[src/rtl/draw_rect_bg_ctl.sv]
// -----------------------------------------------------------------------------
// draw_rect_bg_ctl
// Background renderer placed after the VGA timing generator. It paints
// coloured edge markers, a grey interior fill and a single configurable
// rectangle. The rectangle can be drawn as an outline, a blinking outline,
// a filled box, or hidden.
//
// The rectangle geometry arrives through a valid/ready port. It is held in a
// one-entry pending slot and copied to the active geometry only at frame
// start, which is the rising edge of vblnk_in. This keeps geometry changes
// out of the visible part of a frame.
//
// Every timing signal passes through two register stages, so the pixel
// colour stays aligned with the delayed timing signals.
//
// Ports
//   pclk, rst                     pixel clock, synchronous active-high reset
//   hcount_in/vcount_in [10:0]    incoming pixel position
//   hsync_in/hblnk_in             incoming horizontal sync and blank
//   vsync_in/vblnk_in             incoming vertical sync and blank
//   state [1:0]                   00 outline, 01 blink, 10 filled, 11 hidden
//   cfg_valid/cfg_ready           geometry handshake
//   cfg_x/cfg_y/cfg_w/cfg_h       rectangle top-left corner and size
//   *_out                         timing delayed by two cycles
//   rgb_out [11:0]                pixel colour aligned with *_out
// -----------------------------------------------------------------------------
module draw_rect_bg_ctl #(
   parameter int          H_ACTIVE     = 800,
   parameter int          V_ACTIVE     = 600,
   parameter int          BORDER_W     = 1,
   parameter int          OUTLINE_W    = 2,
   parameter int          BLINK_FRAMES = 30,
   parameter logic [11:0] BG_COLOR     = 12'h888,
   parameter logic [11:0] RECT_COLOR   = 12'hc61
) (
   input  logic        pclk,
   input  logic        rst,
   input  logic [10:0] hcount_in,
   input  logic        hsync_in,
   input  logic        hblnk_in,
   input  logic [10:0] vcount_in,
   input  logic        vsync_in,
   input  logic        vblnk_in,
   input  logic [1:0]  state,
   input  logic        cfg_valid,
   output logic        cfg_ready,
   input  logic [10:0] cfg_x,
   input  logic [10:0] cfg_y,
   input  logic [10:0] cfg_w,
   input  logic [10:0] cfg_h,
   output logic [10:0] hcount_out,
   output logic        hsync_out,
   output logic        hblnk_out,
   output logic [10:0] vcount_out,
   output logic        vsync_out,
   output logic        vblnk_out,
   output logic [11:0] rgb_out
);

   typedef enum logic [1:0] {
      MODE_OUTLINE = 2'b00,
      MODE_BLINK   = 2'b01,
      MODE_FILL    = 2'b10,
      MODE_HIDE    = 2'b11
   } mode_e;

   localparam int CNT_W = (BLINK_FRAMES > 1) ? $clog2(BLINK_FRAMES) : 1;
   localparam logic [CNT_W-1:0] CNT_LAST = CNT_W'(BLINK_FRAMES - 1);
   localparam logic [11:0] BW_C     = 12'(BORDER_W);
   localparam logic [11:0] OW_C     = 12'(OUTLINE_W);
   localparam logic [11:0] H_LAST_C = 12'(H_ACTIVE - BORDER_W);
   localparam logic [11:0] V_LAST_C = 12'(V_ACTIVE - BORDER_W);

   // Geometry storage and blink state
   logic [10:0]      pend_x_r, pend_y_r, pend_w_r, pend_h_r;
   logic [10:0]      act_x_r, act_y_r, act_w_r, act_h_r;
   logic             pend_full_r, pend_full_nxt_s, cfg_ready_r;
   logic [CNT_W-1:0] frame_cnt_r;
   logic             blink_on_r;

   // Stage 1 registers: delayed timing plus region flags
   logic [10:0] hcount_s1_r, vcount_s1_r;
   logic        hsync_s1_r, hblnk_s1_r, vsync_s1_r, vblnk_s1_r;
   logic        blank_s1_r, top_s1_r, bot_s1_r, left_s1_r, right_s1_r, rect_s1_r;

   logic        frame_start_s, accept_s;
   logic [11:0] h12_s, v12_s, x_end_s, y_end_s;
   logic        inside_s, outline_s, rect_hit_s;
   logic [11:0] rgb_nxt_s;

   // vblnk_s1_r is vblnk_in delayed by one cycle, so it doubles as the edge detector.
   assign frame_start_s = vblnk_in && !vblnk_s1_r;
   // An offer is refused in the frame-start cycle so the slot is not written while it is drained.
   assign accept_s      = cfg_valid && cfg_ready_r && !pend_full_r && !frame_start_s;
   assign cfg_ready     = cfg_ready_r;

   // Compute the next occupancy of the pending slot.
   always_comb begin
      pend_full_nxt_s = pend_full_r;
      if (frame_start_s && pend_full_r) begin
         pend_full_nxt_s = 1'b0;
      end else if (accept_s) begin
         pend_full_nxt_s = 1'b1;
      end else begin
         pend_full_nxt_s = pend_full_r;
      end
   end

   // Capture offered geometry and promote it to the active geometry at frame start.
   always_ff @(posedge pclk) begin
      if (rst) begin
         pend_x_r    <= 11'd0;
         pend_y_r    <= 11'd0;
         pend_w_r    <= 11'd0;
         pend_h_r    <= 11'd0;
         act_x_r     <= 11'd0;
         act_y_r     <= 11'd0;
         act_w_r     <= 11'd0;
         act_h_r     <= 11'd0;
         pend_full_r <= 1'b0;
         cfg_ready_r <= 1'b0;
      end else begin
         if (accept_s) begin
            pend_x_r <= cfg_x;
            pend_y_r <= cfg_y;
            pend_w_r <= cfg_w;
            pend_h_r <= cfg_h;
         end
         if (frame_start_s && pend_full_r) begin
            act_x_r <= pend_x_r;
            act_y_r <= pend_y_r;
            act_w_r <= pend_w_r;
            act_h_r <= pend_h_r;
         end
         pend_full_r <= pend_full_nxt_s;
         cfg_ready_r <= !pend_full_nxt_s;
      end
   end

   // Count frames and toggle the blink phase once every BLINK_FRAMES frames.
   always_ff @(posedge pclk) begin
      if (rst) begin
         frame_cnt_r <= {CNT_W{1'b0}};
         blink_on_r  <= 1'b1;
      end else if (frame_start_s) begin
         if (frame_cnt_r == CNT_LAST) begin
            frame_cnt_r <= {CNT_W{1'b0}};
            blink_on_r  <= !blink_on_r;
         end else begin
            frame_cnt_r <= frame_cnt_r + CNT_W'(1'b1);
         end
      end
   end

   // Use 12-bit sums so that corner+size cannot wrap past the 11-bit range.
   assign h12_s   = {1'b0, hcount_in};
   assign v12_s   = {1'b0, vcount_in};
   assign x_end_s = {1'b0, act_x_r} + {1'b0, act_w_r};
   assign y_end_s = {1'b0, act_y_r} + {1'b0, act_h_r};

   // Test the current pixel against the rectangle and resolve the drawing mode.
   always_comb begin
      inside_s   = 1'b0;
      outline_s  = 1'b0;
      rect_hit_s = 1'b0;
      if ((act_w_r != 11'd0) && (act_h_r != 11'd0)) begin
         inside_s = (h12_s >= {1'b0, act_x_r}) && (h12_s < x_end_s) &&
                    (v12_s >= {1'b0, act_y_r}) && (v12_s < y_end_s);
      end else begin
         inside_s = 1'b0;
      end
      // Adding OW on the pixel side avoids underflow in x+w-OW. A box that is
      // too thin for two outlines is treated as all outline.
      outline_s = inside_s &&
                  ((h12_s < ({1'b0, act_x_r} + OW_C)) || ((h12_s + OW_C) >= x_end_s) ||
                   (v12_s < ({1'b0, act_y_r} + OW_C)) || ((v12_s + OW_C) >= y_end_s));
      case (mode_e'(state))
         MODE_OUTLINE: rect_hit_s = outline_s;
         MODE_BLINK:   rect_hit_s = outline_s && blink_on_r;
         MODE_FILL:    rect_hit_s = inside_s;
         MODE_HIDE:    rect_hit_s = 1'b0;
         default:      rect_hit_s = 1'b0;
      endcase
   end

   // Stage 1: register timing and region flags. Reset marks the stage as blank so the output is black.
   always_ff @(posedge pclk) begin
      if (rst) begin
         hcount_s1_r <= 11'd0;
         vcount_s1_r <= 11'd0;
         hsync_s1_r  <= 1'b0;
         hblnk_s1_r  <= 1'b0;
         vsync_s1_r  <= 1'b0;
         vblnk_s1_r  <= 1'b0;
         blank_s1_r  <= 1'b1;
         top_s1_r    <= 1'b0;
         bot_s1_r    <= 1'b0;
         left_s1_r   <= 1'b0;
         right_s1_r  <= 1'b0;
         rect_s1_r   <= 1'b0;
      end else begin
         hcount_s1_r <= hcount_in;
         vcount_s1_r <= vcount_in;
         hsync_s1_r  <= hsync_in;
         hblnk_s1_r  <= hblnk_in;
         vsync_s1_r  <= vsync_in;
         vblnk_s1_r  <= vblnk_in;
         blank_s1_r  <= hblnk_in || vblnk_in;
         top_s1_r    <= v12_s < BW_C;
         bot_s1_r    <= v12_s >= V_LAST_C;
         left_s1_r   <= h12_s < BW_C;
         right_s1_r  <= h12_s >= H_LAST_C;
         rect_s1_r   <= rect_hit_s;
      end
   end

   // Select the pixel colour by fixed priority.
   always_comb begin
      rgb_nxt_s = BG_COLOR;
      if (blank_s1_r) begin
         rgb_nxt_s = 12'h000;
      end else if (top_s1_r) begin
         rgb_nxt_s = 12'hff0;
      end else if (bot_s1_r) begin
         rgb_nxt_s = 12'hf00;
      end else if (left_s1_r) begin
         rgb_nxt_s = 12'h0f0;
      end else if (right_s1_r) begin
         rgb_nxt_s = 12'h00f;
      end else if (rect_s1_r) begin
         rgb_nxt_s = RECT_COLOR;
      end else begin
         rgb_nxt_s = BG_COLOR;
      end
   end

   // Stage 2: register the outputs.
   always_ff @(posedge pclk) begin
      if (rst) begin
         hcount_out <= 11'd0;
         vcount_out <= 11'd0;
         hsync_out  <= 1'b0;
         hblnk_out  <= 1'b0;
         vsync_out  <= 1'b0;
         vblnk_out  <= 1'b0;
         rgb_out    <= 12'h000;
      end else begin
         hcount_out <= hcount_s1_r;
         vcount_out <= vcount_s1_r;
         hsync_out  <= hsync_s1_r;
         hblnk_out  <= hblnk_s1_r;
         vsync_out  <= vsync_s1_r;
         vblnk_out  <= vblnk_s1_r;
         rgb_out    <= rgb_nxt_s;
      end
   end

endmodule

[config.mk]
export PLATFORM = sky130hd
export DESIGN_NAME = draw_rect_bg_ctl
export DESIGN_NICKNAME = d
export VERILOG_FILES = /design/src/rtl/draw_rect_bg_ctl.sv
export SDC_FILE = /design/constraint.sdc
export NUM_CORES = 1
export LEC_CHECK = 0
export CAP_MARGIN = 20
export CORE_ASPECT_RATIO = 1.5
export CORE_MARGIN = 10
export CORE_UTILIZATION = 52
export CTS_BUF_LIST = sky130_fd_sc_hd__clkbuf_4
export DETAILED_ROUTE_END_ITERATION = 12
export GPL_TIMING_DRIVEN = 0
export PLACE_DENSITY = 0.79
export SETUP_SLACK_MARGIN = 0.05
export SKIP_CTS_REPAIR_TIMING = 1
export SLEW_MARGIN = 20
export SYNTH_ARGS = -nofsm -noshare
export SYNTH_HDL_FRONTEND = slang
export SYNTH_SLANG_ARGS = --single-unit
export TNS_END_PERCENT = 1
[constraint.sdc]
create_clock -name pclk -period 3.4 [get_ports pclk]
set_input_delay 0.68 -clock pclk [delete_from_list [all_inputs] [get_ports pclk]]
set_output_delay 0.68 -clock pclk [all_outputs]
set_load 0.02 [all_outputs]
== After elaboration in Yosys (flattened, before gate mapping) ==
Index checks and enable logic that the tools add are counted.
W data, S select, Z words.

* Latch bits: 0
* Memories kept: 0
* Bits in read-only memories: 0
* Register bits: 166
* Output and inout port bits: 39
* Memory bits (writable): 0

* Bitwise operators: 0
* Reductions and logical operators: 26
* Magnitude comparators: 12
* Div/mod/pow operators: 0
* $add $sub $neg: 7
* Shift operators: 0
* Multiplexer cells: 10
* Equal/unequal tests: 4
* Multipliers: 0

{| class="wikitable"
|+ Operators by type and width
! operator !! count
|-
| $add A11 B2 Y12 const B || 4
|-
| $lt A11 B12 Y1 || 4
|-
| $mux W12 || 4
|-
| $add A11 B11 Y12 || 2
|-
| $ge A12 B12 Y1 || 2
|-
| $ge A11 B10 Y1 const B || 2
|-
| $ge A11 B11 Y1 || 2
|-
| $lt A11 B1 Y1 const B || 2
|-
| $reduce_bool A11 Y1 || 2
|-
| $logic_and A1 B1 Y1 || 11
|-
| $mux W11 || 1
|-
| $add A5 B1 Y5 const B || 1
|-
| $eq A5 B5 Y1 const B || 1
|-
| $logic_not A1 Y1 || 5
|-
| $mux W5 || 1
|-
| $reduce_or A5 Y1 || 1
|-
| $eq A2 B2 Y1 const B || 2
|-
| $logic_or A1 B1 Y1 || 4
|-
| $pmux W1 S4 || 1
|-
| $mux W1 || 3
|-
| $eq A2 B1 Y1 const B || 1
|-
| $logic_not A2 Y1 || 1
|-
| $reduce_and A2 Y1 || 1
|-
| $reduce_or A2 Y1 || 1
|}

== Logic depth before layout (Yosys ltp) ==
* Word-level depth: 9
* Gate-level depth with buffers: 18
* Gate-level depth less buffers: 18

== Worst setup path before layout ==
Ideal clock, no wire load.

* Kind: register to register
* Start: register act_y_r[1]
* End: register rect_s1_r
* Arrival time: 3.428 ns
* Period minus slack after synthesis: 3.545 ns
* Setup slack: -0.145 ns
* Setup time: 0.116 ns
* Path buffers: 0
* Cell stages (with the launch flop): 18
* Data required time: 3.284 ns
* Cells stage by stage: dfxtp_1 > inv_1 > fa_1 > nor2b_1 > o21ai_0 > a21oi_1 > o21ai_0 > nand2_1 > and3_1 > o21ai_0 > a311oi_1 > ha_1 > a21o_1 > a2111oi_0 > o2111ai_1 > nor3_1 > o2111ai_2 > o211a_1

* Cells in the longest elaborated chain, start to end: 7

{| class="wikitable"
|+ RTL lines
! item !! RTL line !! text
|-
| from (decl) || 76 || <nowiki>logic [10:0] act_x_r, act_y_r, act_w_r, act_h_r;</nowiki>
|-
| from (signal assigned) || 131 || <nowiki>act_y_r <= pend_y_r;</nowiki>
|-
| $add A11 B11 Y12, or another cell as far along || 159 || <nowiki>assign y_end_s = {1'b0, act_y_r} + {1'b0, act_h_r};</nowiki>
|-
| $lt A11 B12 Y1, or another cell as far along || 168 || <nowiki>(v12_s >= {1'b0, act_y_r}) && (v12_s < y_end_s);</nowiki>
|-
| $logic_and A1 B1 Y1 / $logic_or A1 B1 Y1 (equally long branches) || 168, 175 ||
|-
| $mux W1 / $logic_or A1 B1 Y1 (equally long branches) || 166, 176 ||
|-
| $logic_and A1 B1 Y1 || 174 || <nowiki>outline_s = inside_s &&</nowiki>
|-
| $logic_and A1 B1 Y1 || 179 || <nowiki>MODE_BLINK: rect_hit_s = outline_s && blink_on_r;</nowiki>
|-
| $pmux W1 S4 (*) || 177 || <nowiki>case (mode_e'(state))</nowiki>
|-
| to (signal assigned) || 213 || <nowiki>rect_s1_r <= rect_hit_s;</nowiki>
|-
| to (decl) || 84 || <nowiki>logic blank_s1_r, top_s1_r, bot_s1_r, left_s1_r, right_s1_r, rect_s1_r;</nowiki>
|}

Every way passes the cells marked *; elsewhere a longest branch is shown, timed or not.
A chain may end at the register's enable or synchronous reset.

== Worst setup path after layout ==
* Start: register act_h_r[0]
* End: register rect_s1_r

* Cells in the longest elaborated chain, start to end: 7

{| class="wikitable"
|+ RTL lines
! item !! RTL line !! text
|-
| from (decl) || 76 ||
|-
| from (signal assigned) || 133 || <nowiki>act_h_r <= pend_h_r;</nowiki>
|-
| $add A11 B11 Y12 || 159 ||
|-
| $lt A11 B12 Y1 || 168 ||
|-
| $logic_and A1 B1 Y1 || 168 ||
|-
| $mux W1 || 166 || <nowiki>if ((act_w_r != 11'd0) && (act_h_r != 11'd0)) begin</nowiki>
|-
| $logic_and A1 B1 Y1 || 174 ||
|-
| $logic_and A1 B1 Y1 || 179 ||
|-
| $pmux W1 S4 (*) || 177 ||
|}

Marks and branches as above.

==> metrics.txt <==
post-synthesis sequential area ratio=37.75%; leading area contributor after synthesis=dfxtp_1; Cell Rows=57; initial drt markers=417; fin nets=1351; H-tree depth=4; ys flop type=dfxtp_1; GRT Resource Usage Total=17.85%; IO Pins=114; count of maximum capacitance violations=0; CP max FO=3; DIE WIDTH=125.3 um; ANT nets after route=0; Critical Path AT=4.11 ns; syn_area_per_cell=8.441 um2; # setup viols final=1; register bit total from synthesis=163; cts bufs inserted=17; Initial Util=53.15%; Area contributors post-synth=dfxtp_1 38%, ha_1 17%, nand2_1 8.9%, a21oi_1 6.8%, nor2b_1 3.5%; Pwr per Cell Area=336.5 nW/um2; count of yosys warnings during synthesis=0; Post-synth EDFFs=0; Net Count, Synth=1217; first-pass GRT wire length=32940 um; Worst path top cell family by delay=compound AO/OA/AOI/OAI gates; # fillers=1452; synthesized area=8643 um2; slew margin rel.=42.89%; final setup margin=-0.2693 ns; Synth async-reset ratio=0%; total clock sinks=163; CTS clk-pin slew, worst paths=0.15 ns; die area=22280 um2; vias in the first global route=7132; antenna violations before repair=1; DRC viols=0; clock buffer depth=2; slew of the pin with the lowest slew margin=0.8567 ns; period utilisation layout=107.9%; root buffer cell=clkbuf_4; RSZ-0062 raised after global routing=yes; largest net degree at the start of global routing=17; hold_ws=0.4221 ns; layout cell share with drive strength beyond 1=5.043%; CP max stage delay=0.39 ns; core area=16260 um2; routed length per instance=14.62 um; clock skew=0.02547 ns; # port buffers=113; Leak=4.023 nW; max-slew violation count=0; hpwl dp=16590 um; Die Y=177.9 um; final worst path period need=3.669 ns; Design Area, Final=10390 um2; multi-input logic area=5130 um2; WS Path Type=reg -> reg; P&R area growth vs syn=20.15%; fmax=272.5 MHz; area post-placement=10060 um2; Critical Path End Type=flip-flop; Yosys cell types=48; crit start category=flip-flop; final hold vios=0; Yosys top cell area share=37.75%; status=finished with violations; Crit path buffers/inverters=1; via count=7294; first-pass iteration count of the detailed router=5; critical path required time=3.84 ns; register area=3276 um2; failing checks=setup timing; wirelength, routed=20130 um; Crit-path slowest cell=dfxtp_4; cell count after synthesis=1024; CP Cell Sequence=ha_4, inv_2, fa_2, nor2b_1, o21ai_1, a21oi_1, o21ai_1, nand2_1, and3_4, o2111a_1, a311oi_2, ha_1, a21o_1, a2111oi_4, o2111ai_2, nor3_2, o2111ai_2, o211a_1; worst hold path class=reg -> reg; Max VDD drop=0.1909 mV; Worst-Skew Late Latency=0.55 ns; RePlAce Congestion=0.8678; GRT overflow=0; vias per std cell=5.297; CTS tree=done
## synth_stat cells (4+ instances only)
library cell,number
or3_1,7
and3_1,7
nor4_1,7
ha_1,116
a21oi_1,118
inv_1,44
nand4_1,7
o21bai_1,5
nor3_1,15
nor2_1,46
nand3_1,33
xor2_1,16
o211ai_1,6
clkbuf_1,36
a211oi_1,6
nand2b_1,10
dfxtp_1,163
o21ai_0,27
nand2_1,205
o21a_1,4
a21o_1,23
xnor2_1,35
nor2b_1,49
## cell type report
class | instances | area share, %
diodes | 1 | 0.02410
plain buffers | 39 | 1.518
clock buffers | 19 | 1.373
inverters | 44 | 1.590
repair buffers | 115 | 11.04
multi-input cells | 778 | 49.40
well taps | 206 | 2.482
clock inverters | 12 | 1.036
flip-flops and latches | 163 | 31.54
## where the power goes
part	switching [W]	leakage [nW]	total, W	internal [W]
logic	0.000238	2.55	0.000462	0.000224
clock network	0.000666	0.137	0.00104	0.000376
registers	0.0000253	1.33	0.00199	0.00197
## cells by family after synthesis
| logic type | after synthesis | share of synthesized area (%) |
|---|---|---|
| adders and majority gates | 120 | 17.50 |
| xor gates and xnor gates | 51 | 5.168 |
| AOI/OAI and AO/OA | 212 | 15.03 |
| and+or+nand+nor | 395 | 20.82 |
| DFF | 163 | 37.75 |
| buffers and inverters | 83 | 3.735 |
## per-stage QoR
stage / TNS, ns / power, W / cells / utilization, % / setup slack (ns)
3_5_place_dp: -0.3778 / 0.002495 / 1343 / 61.86 / -0.3778
3_3_place_gp: -0.2902 / 0.002484 / 1343 / 61.86 / -0.2902
2_1_floorplan: 0 / 0.002279 / 1024 / - / 0.08827
6_report: -0.2693 / 0.003494 / 1377 / 63.87 / -0.2693
5_1_grt: -0.4000 / 0.003648 / 1377 / 63.87 / -0.4000
4_1_cts: -0.4077 / 0.003519 / 1374 / 63.40 / -0.4077
## placed cells by master (no fill, tap or decap), types with 13 or more instances in the layout
cell type,count
nor3_1,13
nand3_1,33
nand2_1,205
nor2b_1,49
clkbuf_1,36
clkdlybuf4s50_1,113
nor2_1,46
xnor2_1,35
dfxtp_1,159
o21ai_0,24
a21oi_1,118
inv_1,42
clkbuf_4,19
ha_1,115
xor2_1,16
a21o_1,23
## per-layer routing
layer | up-vias | global-route usage [%] | wire (um)
met4 | 0 | 9.192 | 655
met1 | 3306 | 18.46 | 8103
met2 | 162 | 33.46 | 10510
met3 | 46 | 3.314 | 857
li1 | 3780 | - | -
met5 | - | 0 | 0
## worst paths after layout
| check | to | slack (ns) | startpoint | cells after the start |
|---|---|---|---|---|
| setup reg to reg | rect_s1_r | -0.27 | act_h_r[0] | 18 |
| hold reg to reg | hcount_out[8] | 0.42 | hcount_s1_r[8] | 1 |
| setup / recovery | rect_s1_r | -0.27 | act_h_r[0] | 18 |
| hold / removal | hcount_out[8] | 0.42 | hcount_s1_r[8] | 1 |
Power figures use the tool's default switching activity.
